--- src/rtl/hack_instr_encoder.sv ---
// Hack instruction encoder and program loader. It packs field-level instructions into
// 16-bit words, queues them in a small FIFO and writes them into instruction memory.
module hack_instr_encoder #(
  parameter int DW    = 16,
  parameter int AW    = 15,
  parameter int DEPTH = 4
) (
  input  logic          clk,
  input  logic          rst_n,
  input  logic          in_valid,
  output logic          in_ready,
  input  logic          in_type,
  input  logic [DW-2:0] in_value,
  input  logic          in_a,
  input  logic [5:0]    in_comp,
  input  logic [2:0]    in_dest,
  input  logic [2:0]    in_jump,
  input  logic          addr_load,
  input  logic [AW-1:0] start_addr,
  output logic          mem_we,
  output logic [AW-1:0] mem_addr,
  output logic [DW-1:0] mem_wdata,
  input  logic          mem_ack,
  output logic          busy,
  output logic          wrap,
  output logic          load_err
);

  localparam int PW = $clog2(DEPTH);
  localparam logic [PW:0] CNT_FULL = (PW+1)'(DEPTH);
  localparam logic [PW:0] CNT_ONE  = (PW+1)'(1);
  localparam logic ST_IDLE  = 1'b0;
  localparam logic ST_WRITE = 1'b1;

  function automatic logic [DW-1:0] encode(
    input logic          typ,
    input logic [DW-2:0] value,
    input logic          a,
    input logic [5:0]    comp,
    input logic [2:0]    dest,
    input logic [2:0]    jump
  );
    if (typ) return {3'b111, a, comp, dest, jump};
    else     return {1'b0, value};
  endfunction

  logic [DW-1:0] fifo_mem [DEPTH];
  logic [PW-1:0] rd_ptr, wr_ptr, rd_nxt;
  logic [PW:0]   count;
  logic          state;
  logic [AW-1:0] waddr;
  logic          push, pop, load_ok, more;
  logic [DW-1:0] enc_word, next_head;

  assign enc_word = encode(in_type, in_value, in_a, in_comp, in_dest, in_jump);
  assign in_ready = (count != CNT_FULL);
  assign push     = in_valid && in_ready;
  assign pop      = (state == ST_WRITE) && mem_ack;
  assign load_ok  = addr_load && (state == ST_IDLE) && (count == '0);
  assign rd_nxt   = rd_ptr + PW'(1);
  // After a pop the next head is either still queued or is being pushed right now.
  assign more      = (count > CNT_ONE) || push;
  assign next_head = (count > CNT_ONE) ? fifo_mem[rd_nxt] : enc_word;
  assign mem_addr  = waddr;
  assign busy      = (count != '0) || mem_we;

  always_ff @(posedge clk) begin
    if (push) fifo_mem[wr_ptr] <= enc_word;
  end

  always_ff @(posedge clk or negedge rst_n) begin
    if (!rst_n) begin
      rd_ptr    <= '0;
      wr_ptr    <= '0;
      count     <= '0;
      state     <= ST_IDLE;
      mem_we    <= 1'b0;
      mem_wdata <= '0;
      waddr     <= '0;
      wrap      <= 1'b0;
      load_err  <= 1'b0;
    end else begin
      if (push) wr_ptr <= wr_ptr + PW'(1);
      if (pop)  rd_ptr <= rd_nxt;
      count    <= count + (PW+1)'(push) - (PW+1)'(pop);
      load_err <= addr_load && !load_ok;

      if (load_ok) begin
        waddr <= start_addr;
        wrap  <= 1'b0;
      end else if (pop) begin
        waddr <= waddr + AW'(1);
        if (waddr == '1) wrap <= 1'b1;
      end

      case (state)
        ST_IDLE: begin
          if (count != '0) begin
            state     <= ST_WRITE;
            mem_we    <= 1'b1;
            mem_wdata <= fifo_mem[rd_ptr];
          end
        end
        default: begin
          if (mem_ack) begin
            if (more) begin
              mem_wdata <= next_head;
            end else begin
              state  <= ST_IDLE;
              mem_we <= 1'b0;
            end
          end
        end
      endcase
    end
  end

endmodule
--- config.mk ---
export PLATFORM = sky130hd
export DESIGN_NAME = hack_instr_encoder
export DESIGN_NICKNAME = d
export VERILOG_FILES = /design/src/rtl/hack_instr_encoder.sv
export SDC_FILE = /design/constraint.sdc
export NUM_CORES = 1
export LEC_CHECK = 0
export BUFFER_PORTS_ARGS = -buffer_cell sky130_fd_sc_hd__buf_2
export CAP_MARGIN = 20
export CORE_UTILIZATION = 45
export DETAILED_ROUTE_END_ITERATION = 10
export GPL_ROUTABILITY_DRIVEN = 0
export HOLD_SLACK_MARGIN = 0.1
export PLACE_DENSITY = 0.74
export SYNTH_ARGS = -nofsm -noshare
export SYNTH_HDL_FRONTEND = slang
export SYNTH_SLANG_ARGS = --single-unit
--- constraint.sdc ---
create_clock -name clk -period 3.4 [get_ports clk]
set_clock_uncertainty 0.1 [all_clocks]
set_input_delay 0.17 -clock clk [delete_from_list [all_inputs] [get_ports clk]]
set_output_delay 0.17 -clock clk [all_outputs]
set_load 0.02 [all_outputs]
==> reports/metrics.csv, run 1 <==
stage,metric,value,unit
run_status,status,finished clean,
route,drtIter0Drc,282,
timing,rsz0062_at_grt,false,
hold_path,hold_path.class,input pin to flip-flop,
cts,clk_pin_slew,0.07,ns
route,vias_per_cell,5.684,
pwr,power,5.823,mW
route,wl_per_cell,18.75,µm
cts,ctsResizeCount,0,
route,routed.top_layer,met4,
pwr,ir_drop,533.3,µV
synthesis,synth_compound_area_share,10.53,%
worst_setup_path,endpoint_kind,flip-flop,
placement,numPortBuffers,84,
cts,cts_tree,yes,
pwr,p_leak,2.555,nW
final_layout,drive_above_1_share,36.11,%
pwr,p_seq_share,37.3,%
synthesis,yosys_warnings,0,
cts,cts_root_buffer,clkbuf_16,
hold_path,hold-path-cell-count,2,
worst_setup_path,cp_slowest_cell,dfrtp_1,
synthesis,async_flop_share,39.62,%
timing,fin_crit_sh,78.09,%
placement,dp_hpwl,7717,µm
final_layout,fillers,907,
synthesis,synth_top_family_by_area,multiplexers,
grt,grt_pass1_wl,19540,µm
synthesis,synth_area_leaders,"edfxtp_1 36%, dfrtp_1 20%, mux4_2 14%, mux2_2 2.7%, o21ba_2 2.3%",
worst_setup_path,arrival,2.78,ns
route,routedLengthMet1,4805,µm
synthesis,ys_ff_latch,106,
worst_setup_path,critical_path_peak_fanout,14,
synthesis,synth_adder_area_share,2.491,%
grt,antenna_found_initial,0,
floorplan,start_util,46.43,%
route,final_antenna_net_count,0,
cts,cts_htree_levels,3,
timing,clock.fmax,0.3766,GHz
pwr,power_density,897.3,nW/µm²
final_layout,nNetsFinal,547,
route,firstDrtPassIters,4,
grt,grt_max_degree,43,
route,num_vias,3615,
grt,gr-usage-all-layers,20.65,%
timing,relSlewSlack,37.60,%
worst_setup_path,path_cells,or3b_4 > and2_4 > inv_2 > ha_1 > inv_1 > ha_1 > inv_1 > fa_1 > xor2_1,
timing,worst_pin_slew,0.9337,ns
cts,clock_latency,0.34,ns
route,drt-total-wl,11930,µm
final_layout,area_delta_synth_final,21.90,%
floorplan,die_w,110.8,µm
route,route.detailed.drc,0,
synthesis,synth_cells,380,
synthesis,syn_avg_cell_area,14.01,µm²
final_layout,final_common_cell,buf_2,
synthesis,yosysUniqueCellTypes,45,
timing,hold_viol,0,
pwr,pwr-share-comb,43.6,%
worst_setup_path,cpPeakStageDelay,0.45,ns
timing,final_max_slew_viol_count,0,
cts,clk_path_buf_depth,2,
synthesis,synthSimpleGateAreaFrac,7.944,%
synthesis,syn_nets,439,
synthesis,synth_mux_area_share,16.47,%
flow_run,cap_violations,0,
worst_setup_path,path_class,flip-flop to flip-flop,
cts,cts_setup_buffers,0,
floorplan,ios,85,
pwr,p_switching,2.121,mW
worst_setup_path,cp-start-kind,flip-flop,
floorplan,die_area,12270,µm²
grt,grt_pass1_vias,3856,
cts,numCtsBuffers,9,
synthesis,synth_edf_count,64,
synthesis,ys.flop_type,edfxtp_1,
final_layout,insertedDiodeCount,0,
synthesis,synth_area,5324,µm²
worst_setup_path,reg2reg_depth,9,
synthesis,synth-xor-area-share,2.303,%
grt,overflow,0,
cts,holdBufCountCts,29,
synthesis,yosysTopAreaCell,edfxtp_1,
route,route.met3.wl,728,µm
floorplan,fp.dieH,110.8,µm
route,dr_wl_met2,6250,µm
timing,tns,0,ns
pwr,p_int,3.702,mW
floorplan,coreArea,11470,µm²
pwr,swShare,36.42,%
timing,setup_viol,0,
final_layout,final_cell_mix,"84 x buf_2, 64 x edfxtp_1, 41 x dfrtp_1",
timing,fin_crit,2.655,ns
floorplan,row_count,39,
pwr,clockPowerShare,19.1,%
synthesis,yosysTopAreaCellShare,36.10,%
synthesis,ys_seq_area_share,55.84,%
cts,clock_sinks,106,
worst_setup_path,crit_required,3.53,ns
## kinds of logic (layout without fill, tap and decap cells)
kind of cell | count (synthesis) | in the layout
AO/OA/AOI/OAI | 76 | 76
XOR/XNOR | 14 | 14
adder cells (fa/ha/maj) | 10 | 10
buffers and inverters | 52 | 165
flip-flops | 106 | 106
multiplexers | 46 | 46
AND/OR/NAND/NOR | 76 | 76
## path summary, 6_finish.rpt
kind / startpoint / end / slack (ns)
worst max-delay path: count[1] / count[2] / 0.74
max in group asynchronous: rst_n / rd_ptr[0] / 2.40
min in group asynchronous: rst_n / mem_addr[4] / 0.27
worst max register to register: count[1] / count[2] / 0.74
worst min register to register: wrap / wrap / 0.41
worst min-delay path: in_dest[2] / fifo_mem[2][5] / 0.11
## cell usage after synthesis (8+ instances only)
library cell / instances
nor2_1: 18
mux4_2: 32
inv_1: 28
o21ba_2: 12
o21ai_0: 20
ha_1: 9
a21oi_1: 16
nand2_1: 8
o32a_1: 10
nor2b_1: 17
dfrtp_1: 42
mux2_2: 13
edfxtp_1: 64
clkbuf_1: 13
xor2_1: 9
## sequential cells by signal (all words and copies together), names as in the netlist
name,flops
state,1
rd_ptr,2
load_err,1
mem_wdata,16
fifo_mem,64
count,3
mem_addr,15
wr_ptr,2
mem_we,1
wrap,1
## per-layer routing
| metal | vias up | GRT usage, % |
|---|---|---|
| li1 | 1656 | - |
| met4 | 0 | 5.956 |
| met1 | 1829 | 25.00 |
| met5 | - | 0 |
| met2 | 118 | 37.23 |
| met3 | 12 | 4.101 |
## critical path: cells and delay by family, from the launching register on
family	cells	cell delay [ns]
and+or+nand+nor	2	0.67
adders and majority gates	3	0.79
xor gates and xnor gates	1	0.17
DFF	1	0.45
buffers and inverters	3	0.34
## final cells by class
type | instances | area [µm²] | area share (%)
sequential | 106 | 2974 | 45.83
timing repair buffer | 120 | 795.8 | 12.26
clock buffer | 10 | 229.0 | 3.528
inverter | 29 | 108.9 | 1.677
tap | 143 | 178.9 | 2.757
clock inverter | 6 | 87.58 | 1.350
multi-input combinational | 222 | 2116 | 32.60
## stage by stage
step	hold slack (ns)	utilization [%]	setup WS, ns	cell area [µm²]	cells
after global placement	0.2915	51.06	0.8296	5856	590
final	0.1086	56.60	0.7450	6490	636
after floorplan	-0.2256	-	0.8120	5324	380
after CTS	0.1028	56.36	0.7378	6462	635
after detailed placement	0.2999	51.06	0.7523	5856	590
after global routing	0.1059	56.60	0.6197	6490	636
## power by group through the flow
stage	Clock, mW	Combinational [mW]	Sequential, mW
final	1.11	2.54	2.17
after global routing	1.18	2.76	2.24
after CTS	1.12	2.57	2.17
after detailed placement	0	2.53	2.20
after global placement	0	2.43	2.17
after floorplan	0	1.74	2.27
Power figures use the tool's default switching activity.
==> run 2, diff against run 1 <==
--- a/config.mk
+++ b/config.mk
@@ -5,13 +5,14 @@
 export SDC_FILE = /design/constraint.sdc
 export NUM_CORES = 1
 export LEC_CHECK = 0
+export ABC_AREA = 1
 export BUFFER_PORTS_ARGS = -buffer_cell sky130_fd_sc_hd__buf_2
 export CAP_MARGIN = 20
 export CORE_UTILIZATION = 45
 export DETAILED_ROUTE_END_ITERATION = 10
 export GPL_ROUTABILITY_DRIVEN = 0
 export HOLD_SLACK_MARGIN = 0.1
-export PLACE_DENSITY = 0.74
+export PLACE_DENSITY = 0.73
 export SYNTH_ARGS = -nofsm -noshare
 export SYNTH_HDL_FRONTEND = slang
 export SYNTH_SLANG_ARGS = --single-unit
==> constraint.sdc (replaced) <==
create_clock -name clk -period 2.7 [get_ports clk]
set_clock_uncertainty 0.1 [all_clocks]
set_input_delay 0.135 -clock clk [delete_from_list [all_inputs] [get_ports clk]]
set_output_delay 0.135 -clock clk [all_outputs]
set_load 0.02 [all_outputs]
==> run 2 against run 1 <==
Non-clock buffer count fell by 4. Via count rose by 49%. Sequential power rose by 23%. Largest power group unchanged. Setup slack got worse by 0.19 ns.
==> reports/metrics.csv, run 2 <==
stage,metric,value,unit
final_layout,fin_cells,1106,
synthesis,synth_cells,830,
cts,holdBufCountCts,19,
grt,met3_usage,2.172,%
final_layout,largest_reg_flops,64,
pwr,swShare,46.79,%
grt,antenna_found_initial,0,
synthesis,ys_seq_area_share,48.73,%
timing,hold_viol,0,
final_layout,final_common_cell,nand2_1,
synthesis,yosysUniqueCellTypes,29,
synthesis,synth_area,6101,µm²
pwr,ir_drop,649.3,µV
floorplan,row_count,42,
pwr,power_density,1085,nW/µm²
placement,dpl_worst_slack,0.5758,ns
synthesis,yosysTopAreaCell,edfxtp_1,
pwr,p_leak,3.785,nW
cts,clk_path_buf_depth,2,
final_layout,area_delta_synth_final,16.98,%
floorplan,start_util,46.07,%
synthesis,ys_ff_latch,106,
hold_path,hold_path.class,input pin to async pin,
cts,ctsResizeCount,0,
worst_setup_path,critical_path_peak_fanout,18,
cts,cts_setup_buffers,0,
route,wl_per_cell,13.68,µm
worst_setup_path,path_class,flip-flop to flip-flop,
worst_setup_path,crit_required,2.83,ns
synthesis,yosys_warnings,0,
route,firstDrtPassIters,5,
cts,clock_latency,0.35,ns
timing,final_max_slew_viol_count,0,
timing,fin_crit_sh,79.62,%
cts,cts_root_buffer,clkbuf_16,
pwr,p_switching,3.621,mW
route,num_vias,5370,
floorplan,coreArea,13240,µm²
timing,rsz0062_at_grt,false,
grt,overflow,0,
grt,met1_usage,32.11,%
timing,worst_pin_slew,0.7606,ns
synthesis,synth.most_common_cell,nand2_1,
cts,clock_sinks,106,
worst_setup_path,cp-start-kind,flip-flop,
synthesis,async_flop_share,39.62,%
timing,hold_slack,0.1029,ns
pwr,p_seq_share,34.4,%
run_status,status,finished clean,
placement,numPortBuffers,84,
synthesis,synth_edf_count,64,
timing,relSlewSlack,48.75,%
floorplan,die_w,118.4,µm
cts,cts_htree_levels,3,
pwr,clockPowerShare,15.4,%
synthesis,yosysTopAreaCellShare,31.50,%
timing,clock.fmax,0.4652,GHz
synthesis,synthTopCellsByCount,"391 x nand2_1, 118 x inv_1, 80 x nand3_1",
grt,grt_max_degree,66,
final_layout,drive_above_1_share,13.55,%
cts,numCtsBuffers,9,
final_layout,insertedDiodeCount,0,
worst_setup_path,endpoint_kind,flip-flop,
placement,place_inst,1070,
cts,clk_pin_slew,0.07,ns
route,vias_per_cell,4.855,
final_layout,nNetsFinal,984,
synthesis,syn_avg_cell_area,7.350,µm²
grt,grt_pass1_vias,4978,
synthesis,ys.flop_type,edfxtp_1,
grt,gr-usage-all-layers,22.66,%
flow_run,cap_violations,0,
floorplan,fp.dieH,118.4,µm
pwr,power,7.740,mW
timing,tns,0,ns
pwr,pwr-share-comb,50.3,%
route,drtIter0Drc,484,
timing,fin_crit,2.150,ns
final_layout,top_register,fifo_mem,
cts,cts_tree,yes,
synthesis,synth_area_leaders,"edfxtp_1 32%, nand2_1 24%, dfrtp_1 17%, inv_1 7.3%, nand3_1 6.6%",
pwr,p_int,4.119,mW
route,final_antenna_net_count,0,
grt,grt_busiest_layer,met2,
timing,layout_setup_ws,0.5502,ns
synthesis,syn_nets,889,
worst_setup_path,arrival,2.28,ns
placement,dp_hpwl,9760,µm
timing,setup_viol,0,
floorplan,die_area,14030,µm²
grt,grt_pass1_wl,24870,µm
final_layout,final_cell_mix,"391 x nand2_1, 118 x inv_1, 84 x buf_2",
route,drt-total-wl,15130,µm
floorplan,ios,85,
grt,grt_use_met2,36.62,%
route,route.detailed.drc,0,
[run 2: stage by stage]
stage          utilization [%]  cell area, µm²
2_1_floorplan                -            6101
3_3_place_gp             50.31            6663
3_5_place_dp             50.31            6663
4_1_cts                  53.74            7117
5_1_grt                  53.89            7137
6_report                 53.89            7137
[run 2: worst paths after layout]
path / from / to / slack [ns] / cells after the start
worst min-delay path: rst_n / mem_wdata[6] / 0.10 / 2
max in group asynchronous: rst_n / wr_ptr[0] / 1.92 / 3
worst max register to register: count[1] / mem_wdata[10] / 0.55 / 10
worst max-delay path: count[1] / mem_wdata[10] / 0.55 / 10
worst min register to register: mem_wdata[10] / mem_wdata[10] / 0.38 / 2
min in group clk: start_addr[12] / mem_addr[12] / 0.10 / 7
[run 2: final cells by class]
| cell class | count | area (µm²) |
|---|---|---|
| timing repair buffer | 116 | 733.2 |
| tap | 176 | 220.2 |
| sequential | 106 | 2973 |
| fill | 1257 | 6106 |
| inverter | 123 | 461.7 |
| clock inverter | 5 | 31.28 |
| multi-input combinational | 569 | 2485 |
| clock buffer | 11 | 232.7 |
[run 2: kinds of logic after synthesis]
logic type,Yosys count,share of synthesized area (%)
AO/OA/AOI/OAI,38,3.220
AND/OR/NAND/NOR,514,34.33
flip-flops,106,48.73
XOR/XNOR,7,1.005
buffers and inverters,155,10.54
adder cells (fa/ha/maj),10,2.174
[run 2: power groups by stage]
stage          clock [mW]  sequential [mW]  combinational (mW)
4_1_cts              1.22             2.65                3.89
3_5_place_dp            0             2.68                3.86
3_3_place_gp            0             2.67                3.79
2_1_floorplan           0             2.84                2.62
6_report             1.19             2.66                3.89
5_1_grt              1.28             2.71                4.42
[run 2: metal layers]
layer	part of all wire [%]	up-vias
met5	0	-
met4	1.6	0
met3	5.8	20
met2	45	179
met1	47	2426
li1	-	2745
[run 2: worst max-delay path, stage by stage (launching register included)]
cell	delay (ns)
dfrtp_1	0.39
inv_1	0.09
ha_1	0.20
nand2_1	0.05
nand2_1	0.06
nand2_2	0.35
nand3_2	0.19
nand2_4	0.23
inv_2	0.19
nand2_1	0.12
nand2_1	0.05
==> run 3, diff against run 2 <==
--- a/config.mk
+++ b/config.mk
@@ -12,7 +12,7 @@
 export DETAILED_ROUTE_END_ITERATION = 10
 export GPL_ROUTABILITY_DRIVEN = 0
 export HOLD_SLACK_MARGIN = 0.1
-export PLACE_DENSITY = 0.73
+export PLACE_DENSITY = 0.76
 export SYNTH_ARGS = -nofsm -noshare
 export SYNTH_HDL_FRONTEND = slang
 export SYNTH_SLANG_ARGS = --single-unit
==> constraint.sdc (replaced) <==
create_clock -name clk -period 1.9 [get_ports clk]
set_clock_uncertainty 0.1 [all_clocks]
set_input_delay 0.095 -clock clk [delete_from_list [all_inputs] [get_ports clk]]
set_output_delay 0.095 -clock clk [all_outputs]
set_load 0.02 [all_outputs]
==> run 3 against run 2 <==
The flow now finishes with violations (DRC). Sequential power grew 40%. First-iteration DRC count rose by 1.0%. Critical path type unchanged. Non-clock buffer count rose by 21. Largest power group unchanged. Global-route usage is 0.72 points higher. Clock-buffer cell count down 2. Flip-flop and latch count is the same.
==> reports/metrics.csv, run 3 (synthesis gave the netlist of run 2 again) <==
stage,metric,value,unit
timing,hold_viol,0,
pwr,power_density,1588,nW/µm²
hold_path,hold-path-cell-count,3,
route,wl_per_cell,13.62,µm
worst_setup_path,reg2reg_slack,0.06,ns
worst_setup_path,reg2reg_depth,9,
worst_setup_path,r2r_start,count[1],
cts,clk_pin_slew,0.07,ns
final_layout,top_register,fifo_mem,
final_layout,area_delta_synth_final,22.23,%
final_layout,largest_reg_flops,64,
route,num_vias,5566,
run_status,violations,DRC,
final_layout,drive_above_1_share,16.61,%
placement,numPortBuffers,84,
cts,cts_root_buffer,clkbuf_16,
timing,layout_setup_ws,0.06029,ns
hold_path,hold_path.class,input pin to flip-flop,
timing,fin_crit_sh,96.83,%
placement,dpl_worst_slack,0.06836,ns
worst_setup_path,r2r_end,count[1],
grt,met1_usage,30.32,%
route,route.detailed.drc,2,
grt,antenna_found_initial,0,
hold_path,hold_start,in_dest[0],
final_layout,nNetsFinal,1005,
route,vias_per_cell,4.939,
grt,gr-usage-all-layers,23.38,%
cts,cts_tree,yes,
grt,overflow,0,
grt,grt_pass1_vias,5385,
final_layout,final_common_cell,nand2_1,
cts,clock_sinks,106,
floorplan,start_util,46.07,%
timing,rsz0062_at_grt,true,
grt,grt_pass1_wl,25770,µm
worst_setup_path,cp-start-kind,flip-flop,
flow_run,cap_violations,0,
timing,final_max_slew_viol_count,0,
final_layout,fin_cells,1127,
route,drtIter0Drc,489,
route,drt-total-wl,15350,µm
worst_setup_path,arrival,2.00,ns
final_layout,final_cell_mix,"391 x nand2_1, 113 x inv_1, 84 x buf_2",
route,firstDrtPassIters,8,
timing,relSlewSlack,44.40,%
pwr,ir_drop,1082,µV
floorplan,coreArea,13240,µm²
floorplan,ios,85,
cts,clock_latency,0.36,ns
final_layout,fin_util,56.31,%
grt,grt_max_degree,44,
hold_path,hold_end,fifo_mem[1][3],
timing,worst_pin_slew,0.8253,ns
worst_setup_path,crit_required,2.06,ns
run_status,status,finished with violations,
worst_setup_path,critical_path_peak_fanout,3,
cts,cts_htree_levels,3,
pwr,power,11.84,mW
floorplan,die_w,118.4,µm
floorplan,fp.dieH,118.4,µm
placement,place_inst,1086,
pwr,p_leak,3.933,nW
final_layout,insertedDiodeCount,0,
floorplan,die_area,14030,µm²
timing,fin_crit,1.840,ns
cts,numCtsBuffers,9,
floorplan,row_count,42,
cts,clk_path_buf_depth,2,
timing,clock.fmax,0.5436,GHz
placement,dp_hpwl,9936,µm
worst_setup_path,path_class,flip-flop to flip-flop,
grt,grt_busiest_layer,met2,
timing,setup_viol,0,
worst_setup_path,endpoint_kind,flip-flop,
grt,met3_usage,4.151,%
route,final_antenna_net_count,0,
grt,grt_use_met2,39.56,%
run 3: worst max path at each step:
stage                   from        to  slack, ns
global route        count[1]  count[1]      -0.01
global placement    count[2]  count[2]        0.1
CTS                 count[2]  count[2]       0.06
floorplan           count[1]  count[2]      -0.03
finish              count[1]  count[1]       0.06
detailed placement  count[2]  count[2]       0.07
run 3: what timing repair did:
item / CTS / global route
setup buffers: 0 / 3
hold buffers: 22 / 0
setup endpoints to repair: 0 / 15
gates resized for setup: 0 / 10
hold endpoints to repair: 70 / 0
run 3: power breakdown:
part           switching, mW  internal [mW]  leakage [nW]
clock network          0.871           1.17         0.158
logic                   3.99           2.07          2.67
registers              0.529           3.20          1.10
run 3: worst max-delay path, stage by stage, from the launching register on:
cell	delay [ns]
dfrtp_1	0.39
inv_2	0.10
nand3_4	0.09
nand2_4	0.08
ha_4	0.20
inv_4	0.05
ha_4	0.12
inv_2	0.03
fa_2	0.54
inv_1	0.04
run 3: final cells by class:
type | count | area (µm²)
Clock inverter | 7 | 100.1
Clock buffer | 9 | 225.2
Timing Repair Buffer | 137 | 935.9
Fill cell | 1227 | 5786
Sequential cell | 106 | 2974
Inverter | 123 | 464.2
Tap cell | 176 | 220.2
Multi-Input combinational cell | 569 | 2537
run 3: per-layer routing:
layer  part of all wire [%]  vias to the layer above
li1                       -                     2790
met1                     44                     2575
met2                     49                      179
met3                    5.5                       22
met4                    1.8                        0
met5                      0                        -
run 3: stage by stage:
stage	area (µm²)	TNS [ns]	hold slack (ns)
4_1_cts	7401	0	0.1011
6_report	7457	0	0.09627
2_1_floorplan	6123	-0.02569	-0.3006
3_3_place_gp	6855	0	-0.1452
3_5_place_dp	6855	0	-0.1430
5_1_grt	7457	-0.01416	0.1273
